--- config.mk ---
export PLATFORM = sky130hd
export DESIGN_NAME = sw_systolic_scorer
export DESIGN_NICKNAME = d
export VERILOG_FILES = /design/src/rtl/sw_pkg.sv /design/src/rtl/sw_pe.sv /design/src/rtl/sw_systolic_scorer.sv
export SDC_FILE = /design/constraint.sdc
export NUM_CORES = 2
export LEC_CHECK = 0
export CORE_ASPECT_RATIO = 1.75
export CORE_MARGIN = 5
export CORE_UTILIZATION = 50
export CTS_BUF_LIST = sky130_fd_sc_hd__clkbuf_16
export DETAILED_ROUTE_END_ITERATION = 8
export PLACE_DENSITY = 0.62
export SKIP_LAST_GASP = 1
export SLEW_MARGIN = 20
export SYNTH_ARGS = -nofsm -noshare
export SYNTH_HDL_FRONTEND = slang
export SYNTH_HIERARCHICAL = 1
export SYNTH_SLANG_ARGS = --single-unit
--- constraint.sdc ---
create_clock -name clk -period 73.4 [get_ports clk]
set_clock_uncertainty 0.2 [all_clocks]
set_input_delay 14.68 -clock clk [delete_from_list [all_inputs] [get_ports clk]]
set_output_delay 14.68 -clock clk [all_outputs]
set_load 0.02 [all_outputs]
--- src/rtl/sw_pkg.sv ---
`default_nettype none
// ============================================================================
//  Module      : sw_pkg
//  Description : Shared types and constants for the Smith-Waterman scorer:
//                FSM state encoding, weight width, default base width and
//                the 2-bit nucleotide encoding.
//  Revision    : 1.0 - initial release
// ============================================================================
package sw_pkg;

    localparam int BASE_W_DEF = 2;
    localparam int WEIGHT_W   = 4;

    localparam logic [1:0] BASE_A = 2'd0;
    localparam logic [1:0] BASE_C = 2'd1;
    localparam logic [1:0] BASE_G = 2'd2;
    localparam logic [1:0] BASE_T = 2'd3;

    typedef enum logic [1:0] {
        ST_IDLE  = 2'd0,
        ST_RUN   = 2'd1,
        ST_DRAIN = 2'd2
    } state_t;

endpackage
`default_nettype wire

--- src/rtl/sw_pe.sv ---
`default_nettype none
// ============================================================================
//  Module      : sw_pe
//  Description : One Smith-Waterman cell. Holds one query base, its own last
//                H (h_up) and the H_left of the previous valid token (diag).
//                Computes H with clamp at 0 and saturation at 2^SCORE_W-1,
//                and forwards the token with its H to the next cell.
//  Revision    : 1.0 - initial release
// ============================================================================
module sw_pe
    import sw_pkg::*;
#(
    parameter int BASE_WIDTH = BASE_W_DEF,
    parameter int SCORE_W    = 12,
    parameter int IDX_W      = 11
)(
    input  logic                  clk,
    input  logic                  rst,
    input  logic                  clear,
    input  logic [BASE_WIDTH-1:0] query_base,
    input  logic [WEIGHT_W-1:0]   match_sc,
    input  logic [WEIGHT_W-1:0]   mismatch_pen,
    input  logic [WEIGHT_W-1:0]   gap_pen,
    input  logic                  in_valid,
    input  logic [BASE_WIDTH-1:0] in_base,
    input  logic [IDX_W-1:0]      in_idx,
    input  logic [SCORE_W-1:0]    in_h,
    output logic                  out_valid,
    output logic [BASE_WIDTH-1:0] out_base,
    output logic [IDX_W-1:0]      out_idx,
    output logic [SCORE_W-1:0]    out_h
);

    // Two extra bits: one for sign, one for headroom above the saturation point.
    localparam int SW = SCORE_W + 2;
    localparam logic signed [SW-1:0] SAT = {2'b00, {SCORE_W{1'b1}}};

    logic [BASE_WIDTH-1:0] q;
    logic [SCORE_W-1:0]    h_up;
    logic [SCORE_W-1:0]    diag;
    logic signed [SW-1:0]  match_s, mis_s, gap_s;
    logic signed [SW-1:0]  diag_s, up_s, left_s, best_s;
    logic [SCORE_W-1:0]    h_new;

    // Cell score: best of diagonal, up and left moves, clamped and saturated.
    always_comb begin
        match_s = $signed({{(SW-WEIGHT_W){1'b0}}, match_sc});
        mis_s   = $signed({{(SW-WEIGHT_W){1'b0}}, mismatch_pen});
        gap_s   = $signed({{(SW-WEIGHT_W){1'b0}}, gap_pen});
        diag_s  = $signed({2'b00, diag}) + ((in_base == q) ? match_s : -mis_s);
        up_s    = $signed({2'b00, h_up}) - gap_s;
        left_s  = $signed({2'b00, in_h}) - gap_s;
        best_s  = '0;
        if (diag_s > best_s) best_s = diag_s;
        if (up_s   > best_s) best_s = up_s;
        if (left_s > best_s) best_s = left_s;
        h_new = (best_s > SAT) ? {SCORE_W{1'b1}} : best_s[SCORE_W-1:0];
    end

    // Cell state and forwarded token; only valid tokens advance the recurrence.
    always_ff @(posedge clk or posedge rst) begin
        if (rst) begin
            q         <= '0;
            h_up      <= '0;
            diag      <= '0;
            out_valid <= 1'b0;
            out_base  <= '0;
            out_idx   <= '0;
            out_h     <= '0;
        end else if (clear) begin
            q         <= query_base;
            h_up      <= '0;
            diag      <= '0;
            out_valid <= 1'b0;
            out_base  <= '0;
            out_idx   <= '0;
            out_h     <= '0;
        end else begin
            out_valid <= in_valid;
            if (in_valid) begin
                out_base <= in_base;
                out_idx  <= in_idx;
                out_h    <= h_new;
                h_up     <= h_new;
                diag     <= in_h;
            end
        end
    end

endmodule
`default_nettype wire

--- src/rtl/sw_systolic_scorer.sv ---
`default_nettype none
// ============================================================================
//  Module      : sw_systolic_scorer
//  Description : Streaming Smith-Waterman local-alignment scorer. A linear
//                chain of QUERY_LEN cells holds the latched query; reference
//                bases stream through one per cycle. Reports the best score
//                and its 1-based end coordinates (no traceback).
//  Revision    : 1.0 - initial release
// ============================================================================
module sw_systolic_scorer
    import sw_pkg::*;
#(
    parameter int QUERY_LEN   = 16,
    parameter int BASE_WIDTH  = BASE_W_DEF,
    parameter int SCORE_W     = 12,
    parameter int REF_LEN_MAX = 1024,
    localparam int RW = $clog2(REF_LEN_MAX + 1),
    localparam int QW = $clog2(QUERY_LEN + 1)
)(
    input  logic                            clk,
    input  logic                            rst,
    input  logic                            start,
    input  logic [QUERY_LEN*BASE_WIDTH-1:0] query_seq,
    input  logic [WEIGHT_W-1:0]             match_sc,
    input  logic [WEIGHT_W-1:0]             mismatch_pen,
    input  logic [WEIGHT_W-1:0]             gap_pen,
    input  logic                            ref_valid,
    output logic                            ref_ready,
    input  logic [BASE_WIDTH-1:0]           ref_base,
    input  logic                            ref_last,
    output logic                            busy,
    output logic                            done,
    output logic [SCORE_W-1:0]              best_score,
    output logic [RW-1:0]                   best_ref_end,
    output logic [QW-1:0]                   best_query_end,
    output logic                            ref_trunc
);

    state_t                state, state_nx;
    logic                  start_acc, accept, last_accept;
    logic [RW-1:0]         ref_cnt;
    logic [QW-1:0]         drain_cnt;
    logic [WEIGHT_W-1:0]   match_q, mismatch_q, gap_q;
    logic                  tok_valid;
    logic [BASE_WIDTH-1:0] tok_base;
    logic [RW-1:0]         tok_idx;

    // Chain element 0 is the input token; element j+1 is cell j's output.
    logic [QUERY_LEN:0]    ch_valid;
    logic [BASE_WIDTH-1:0] ch_base [QUERY_LEN+1];
    logic [RW-1:0]         ch_idx  [QUERY_LEN+1];
    logic [SCORE_W-1:0]    ch_h    [QUERY_LEN+1];
    logic                  unused_tail;

    logic [SCORE_W-1:0]    cand_score;
    logic [RW-1:0]         cand_idx;
    logic [QW-1:0]         cand_q;
    logic                  cand_better;

    assign start_acc   = start && (state == ST_IDLE);
    assign accept      = ref_valid && ref_ready;
    assign last_accept = accept && (ref_last || (ref_cnt == RW'(REF_LEN_MAX - 1)));

    assign ch_valid[0] = tok_valid;
    assign ch_base[0]  = tok_base;
    assign ch_idx[0]   = tok_idx;
    assign ch_h[0]     = '0;
    assign unused_tail = ^ch_base[QUERY_LEN];

    // State register.
    always_ff @(posedge clk or posedge rst) begin
        if (rst) state <= ST_IDLE;
        else     state <= state_nx;
    end

    // Next-state logic: run until the last base is accepted, then drain the chain.
    always_comb begin
        state_nx = state;
        case (state)
            ST_IDLE:  if (start)             state_nx = ST_RUN;
            ST_RUN:   if (last_accept)       state_nx = ST_DRAIN;
            ST_DRAIN: if (drain_cnt == '0)   state_nx = ST_IDLE;
            default:                         state_nx = ST_IDLE;
        endcase
    end

    // State-decoded outputs.
    always_comb begin
        ref_ready = (state == ST_RUN);
        busy      = (state != ST_IDLE);
    end

    // Run control: weights, reference counter, input token, drain timer, done.
    always_ff @(posedge clk or posedge rst) begin
        if (rst) begin
            match_q    <= '0;
            mismatch_q <= '0;
            gap_q      <= '0;
            ref_cnt    <= '0;
            drain_cnt  <= '0;
            tok_valid  <= 1'b0;
            tok_base   <= '0;
            tok_idx    <= '0;
            ref_trunc  <= 1'b0;
            done       <= 1'b0;
        end else begin
            done      <= (state == ST_DRAIN) && (drain_cnt == '0);
            tok_valid <= accept;
            if (accept) begin
                tok_base <= ref_base;
                tok_idx  <= ref_cnt + 1'b1;
                ref_cnt  <= ref_cnt + 1'b1;
            end
            // Drain lasts until the final token has left the last cell and
            // been folded into the best-score register.
            if (last_accept) begin
                drain_cnt <= QW'(QUERY_LEN);
                ref_trunc <= !ref_last;
            end else if ((state == ST_DRAIN) && (drain_cnt != '0)) begin
                drain_cnt <= drain_cnt - 1'b1;
            end
            if (start_acc) begin
                match_q    <= match_sc;
                mismatch_q <= mismatch_pen;
                gap_q      <= gap_pen;
                ref_cnt    <= '0;
                ref_trunc  <= 1'b0;
            end
        end
    end

    generate
        for (genvar j = 0; j < QUERY_LEN; j++) begin : g_pe
            sw_pe #(
                .BASE_WIDTH (BASE_WIDTH),
                .SCORE_W    (SCORE_W),
                .IDX_W      (RW)
            ) u_pe (
                .clk          (clk),
                .rst          (rst),
                .clear        (start_acc),
                .query_base   (query_seq[(QUERY_LEN-1-j)*BASE_WIDTH +: BASE_WIDTH]),
                .match_sc     (match_q),
                .mismatch_pen (mismatch_q),
                .gap_pen      (gap_q),
                .in_valid     (ch_valid[j]),
                .in_base      (ch_base[j]),
                .in_idx       (ch_idx[j]),
                .in_h         (ch_h[j]),
                .out_valid    (ch_valid[j+1]),
                .out_base     (ch_base[j+1]),
                .out_idx      (ch_idx[j+1]),
                .out_h        (ch_h[j+1])
            );
        end
    endgenerate

    // Per-cycle reduction: highest score, ties to smallest ref index then
    // smallest query index; then compare against the held best in that order.
    always_comb begin
        cand_score = '0;
        cand_idx   = '0;
        cand_q     = '0;
        for (int j = 0; j < QUERY_LEN; j++) begin
            if (ch_valid[j+1] &&
                ((ch_h[j+1] > cand_score) ||
                 ((ch_h[j+1] == cand_score) && (ch_idx[j+1] < cand_idx)))) begin
                cand_score = ch_h[j+1];
                cand_idx   = ch_idx[j+1];
                cand_q     = QW'(j + 1);
            end
        end
        cand_better = (cand_score > best_score) ||
                      ((cand_score == best_score) &&
                       ((cand_idx < best_ref_end) ||
                        ((cand_idx == best_ref_end) && (cand_q < best_query_end))));
    end

    // Best-result register: cleared by an accepted start, held after done.
    always_ff @(posedge clk or posedge rst) begin
        if (rst) begin
            best_score     <= '0;
            best_ref_end   <= '0;
            best_query_end <= '0;
        end else if (start_acc) begin
            best_score     <= '0;
            best_ref_end   <= '0;
            best_query_end <= '0;
        end else if (cand_better) begin
            best_score     <= cand_score;
            best_ref_end   <= cand_idx;
            best_query_end <= cand_q;
        end
    end

endmodule
`default_nettype wire

==> flow_metrics.env <==
export IMPL_cpPeakStageDelay_ns=0.84
export IMPL_cp_max_fo=54
export IMPL_layout_worst_path_cycle_share=0.668
export IMPL_drv_slew=0
export IMPL_worst_path_max_delay_cell="a311oi_4"
export IMPL_htreeDepth=3
export IMPL_drv_cap=0
export IMPL_cts_sinks=712
export IMPL_dieArea_mm2=0.176
export IMPL_yosys_warnings=6
export IMPL_crit_buf_inv=25
export IMPL_cts_tree="done"
export IMPL_avgSynthCellArea_um2=8.37
export IMPL_drive_above_1_share=0.0883
export IMPL_critPathKind="flop to flop"
export IMPL_worstHoldStart="tok_idx[2]"
export IMPL_clk_pin_slew_worst_paths_ns=0.06
export IMPL_cts_resized_gates=0
export IMPL_hp_class="flop to flop"
export IMPL_gp_congestion=1.02
export IMPL_die_y_um=551
export IMPL_grt_remaining_overflow=0
export IMPL_drc_errors=0
export IMPL_rsz0062_at_grt="no"
export IMPL_startpoint_type="flop"
export IMPL_crit_arrival_ns=49.35
export IMPL_cts_setup_buffers=0
export IMPL_core_mm2=0.166
export IMPL_path_delay_family="compound AO/OA/AOI/OAI gates"
export IMPL_grt_pass1_wl_um=455000
export IMPL_r2r_start="g_pe[0].u_pe/out_valid"
export IMPL_hold_ws_ns=0.284
export IMPL_grt_pass1_vias=78917
export IMPL_cts_buffers=81
export IMPL_antenna_found_initial=8
export IMPL_io_pins=83
export IMPL_initialDrtViolationCount=5163
export IMPL_layout_nets=11200
export IMPL_synth_area_mm2=0.0838
export IMPL_status="finished, final reports clean"
export IMPL_slew_headroom=0.218
export IMPL_ff2ff_setup_slack_ns=24.40
export IMPL_setup_violations=0
export IMPL_whs_path_depth=2
export IMPL_critPathMostFrequentCell="o21ai_0"
export IMPL_synthCells=10006
export IMPL_setup_tns_ns=0
export IMPL_hold_path_end="tok_idx[2]"
export IMPL_cts_root_buf="clkbuf_16"
export IMPL_hold_viol=0
export IMPL_reg2regPathDepth=210
export IMPL_timing_worst_slew_pin_value_ns=1.16
export IMPL_rr_endpoint="best_score[9]"
export IMPL_worstPathRequired_ns=73.74
export IMPL_clockBufferDepth=3
export IMPL_drt_wl_total_um=302000
export IMPL_num_vias=77748
export IMPL_wl_per_cell_um=24.5
export IMPL_via_per_inst=6.32
export IMPL_max_freq_mhz=20.4
export IMPL_die_x_um=319
export IMPL_rows=198
export IMPL_fin_crit_ns=49.00
export IMPL_dr_pass1_iters=8
export IMPL_final_antenna_net_count=0
export IMPL_grt_max_degree=115
export IMPL_grt_use_total=0.327
export IMPL_io_buffers=82
export IMPL_area_growth_synth_to_final_pct=7.24
export IMPL_hpwl_um=239000
export IMPL_cp_end_kind="flop"
export IMPL_clkLatencyLatePin_ns=0.72
export IMPL_start_util=0.503
export IMPL_ctsHoldBuffers=0
## worst min-delay path, stage by stage, from the launching register on
cell	delay [ns]
dfrtp_1	0.34
nand2_1	0.05
o21ai_0	0.06
## per-layer routing
layer | global-route usage | vias to the layer above | wire length, um
met5 | 0 | - | 13
met4 | 0.283 | 2 | 31300
met3 | 0.0404 | 1320 | 12500
met2 | 0.618 | 2721 | 156000
met1 | 0.311 | 37241 | 102000
li1 | - | 36464 | -
## worst max path at each step
stage	startpoint	to	slack, ns	cells past startpoint
2_1_floorplan	g_pe[0].u_pe/h_up[7]	best_query_end[0]	33.23	229
6_report	g_pe[0].u_pe/out_valid	best_score[9]	24.40	210
4_1_cts	g_pe[0].u_pe/out_valid	best_score[9]	24.35	211
5_1_grt	g_pe[0].u_pe/out_valid	best_score[4]	20.69	214
3_3_place_gp	g_pe[0].u_pe/out_valid	best_ref_end[2]	25.21	210
3_5_place_dp	g_pe[0].u_pe/out_valid	best_score[9]	24.39	211
## metrics by stage
stage               cell area, um2  utilization  instances  worst slack (ns)
finish                       89800        0.539      12305             24.40
detailed placement           87100        0.523      12141             24.39
floorplan                    83900            -      10046             33.23
CTS                          89800        0.539      12291             24.35
global route                 89800        0.539      12297             20.69
global placement             87100        0.523      12141             25.21
## registers in the layout, indices dropped and copies added, names as in the netlist, 5 cells and up
name / count
ref_cnt: 11
best_query_end: 5
g_pe.u_pe/diag: 192
g_pe.u_pe/q: 32
best_ref_end: 11
tok_idx: 11
g_pe.u_pe/out_base: 30
g_pe.u_pe/h_up: 192
g_pe.u_pe/out_idx: 176
g_pe.u_pe/out_valid: 16
drain_cnt: 5
best_score: 12
## cells in the final DEF, fill, tap and decap left out, types with 158 or more instances in the layout
| master | n |
|---|---|
| nor2_1 | 1087 |
| ha_1 | 1076 |
| nand2_1 | 811 |
| inv_1 | 750 |
| dfrtp_1 | 686 |
| a21oi_1 | 537 |
| mux2i_1 | 531 |
| o21ai_0 | 490 |
| a21o_1 | 251 |
| xnor2_1 | 249 |
| xor2_1 | 235 |
| nand3_1 | 158 |
## area by class of cell
cell class / instances / area (um2)
diodes: 13 / 32.5
multi-input cells: 8235 / 61700
repair buffers: 235 / 1980
fillers: 15874 / 76700
clock inverters: 66 / 573
well taps: 2200 / 2750
inverters: 760 / 2860
clock buffers: 84 / 2100
flip-flops and latches: 712 / 17900
Power is left out: the tool's default activity adds up to more than one toggle a clock period on the data nets, which glitch-free logic cannot reach.
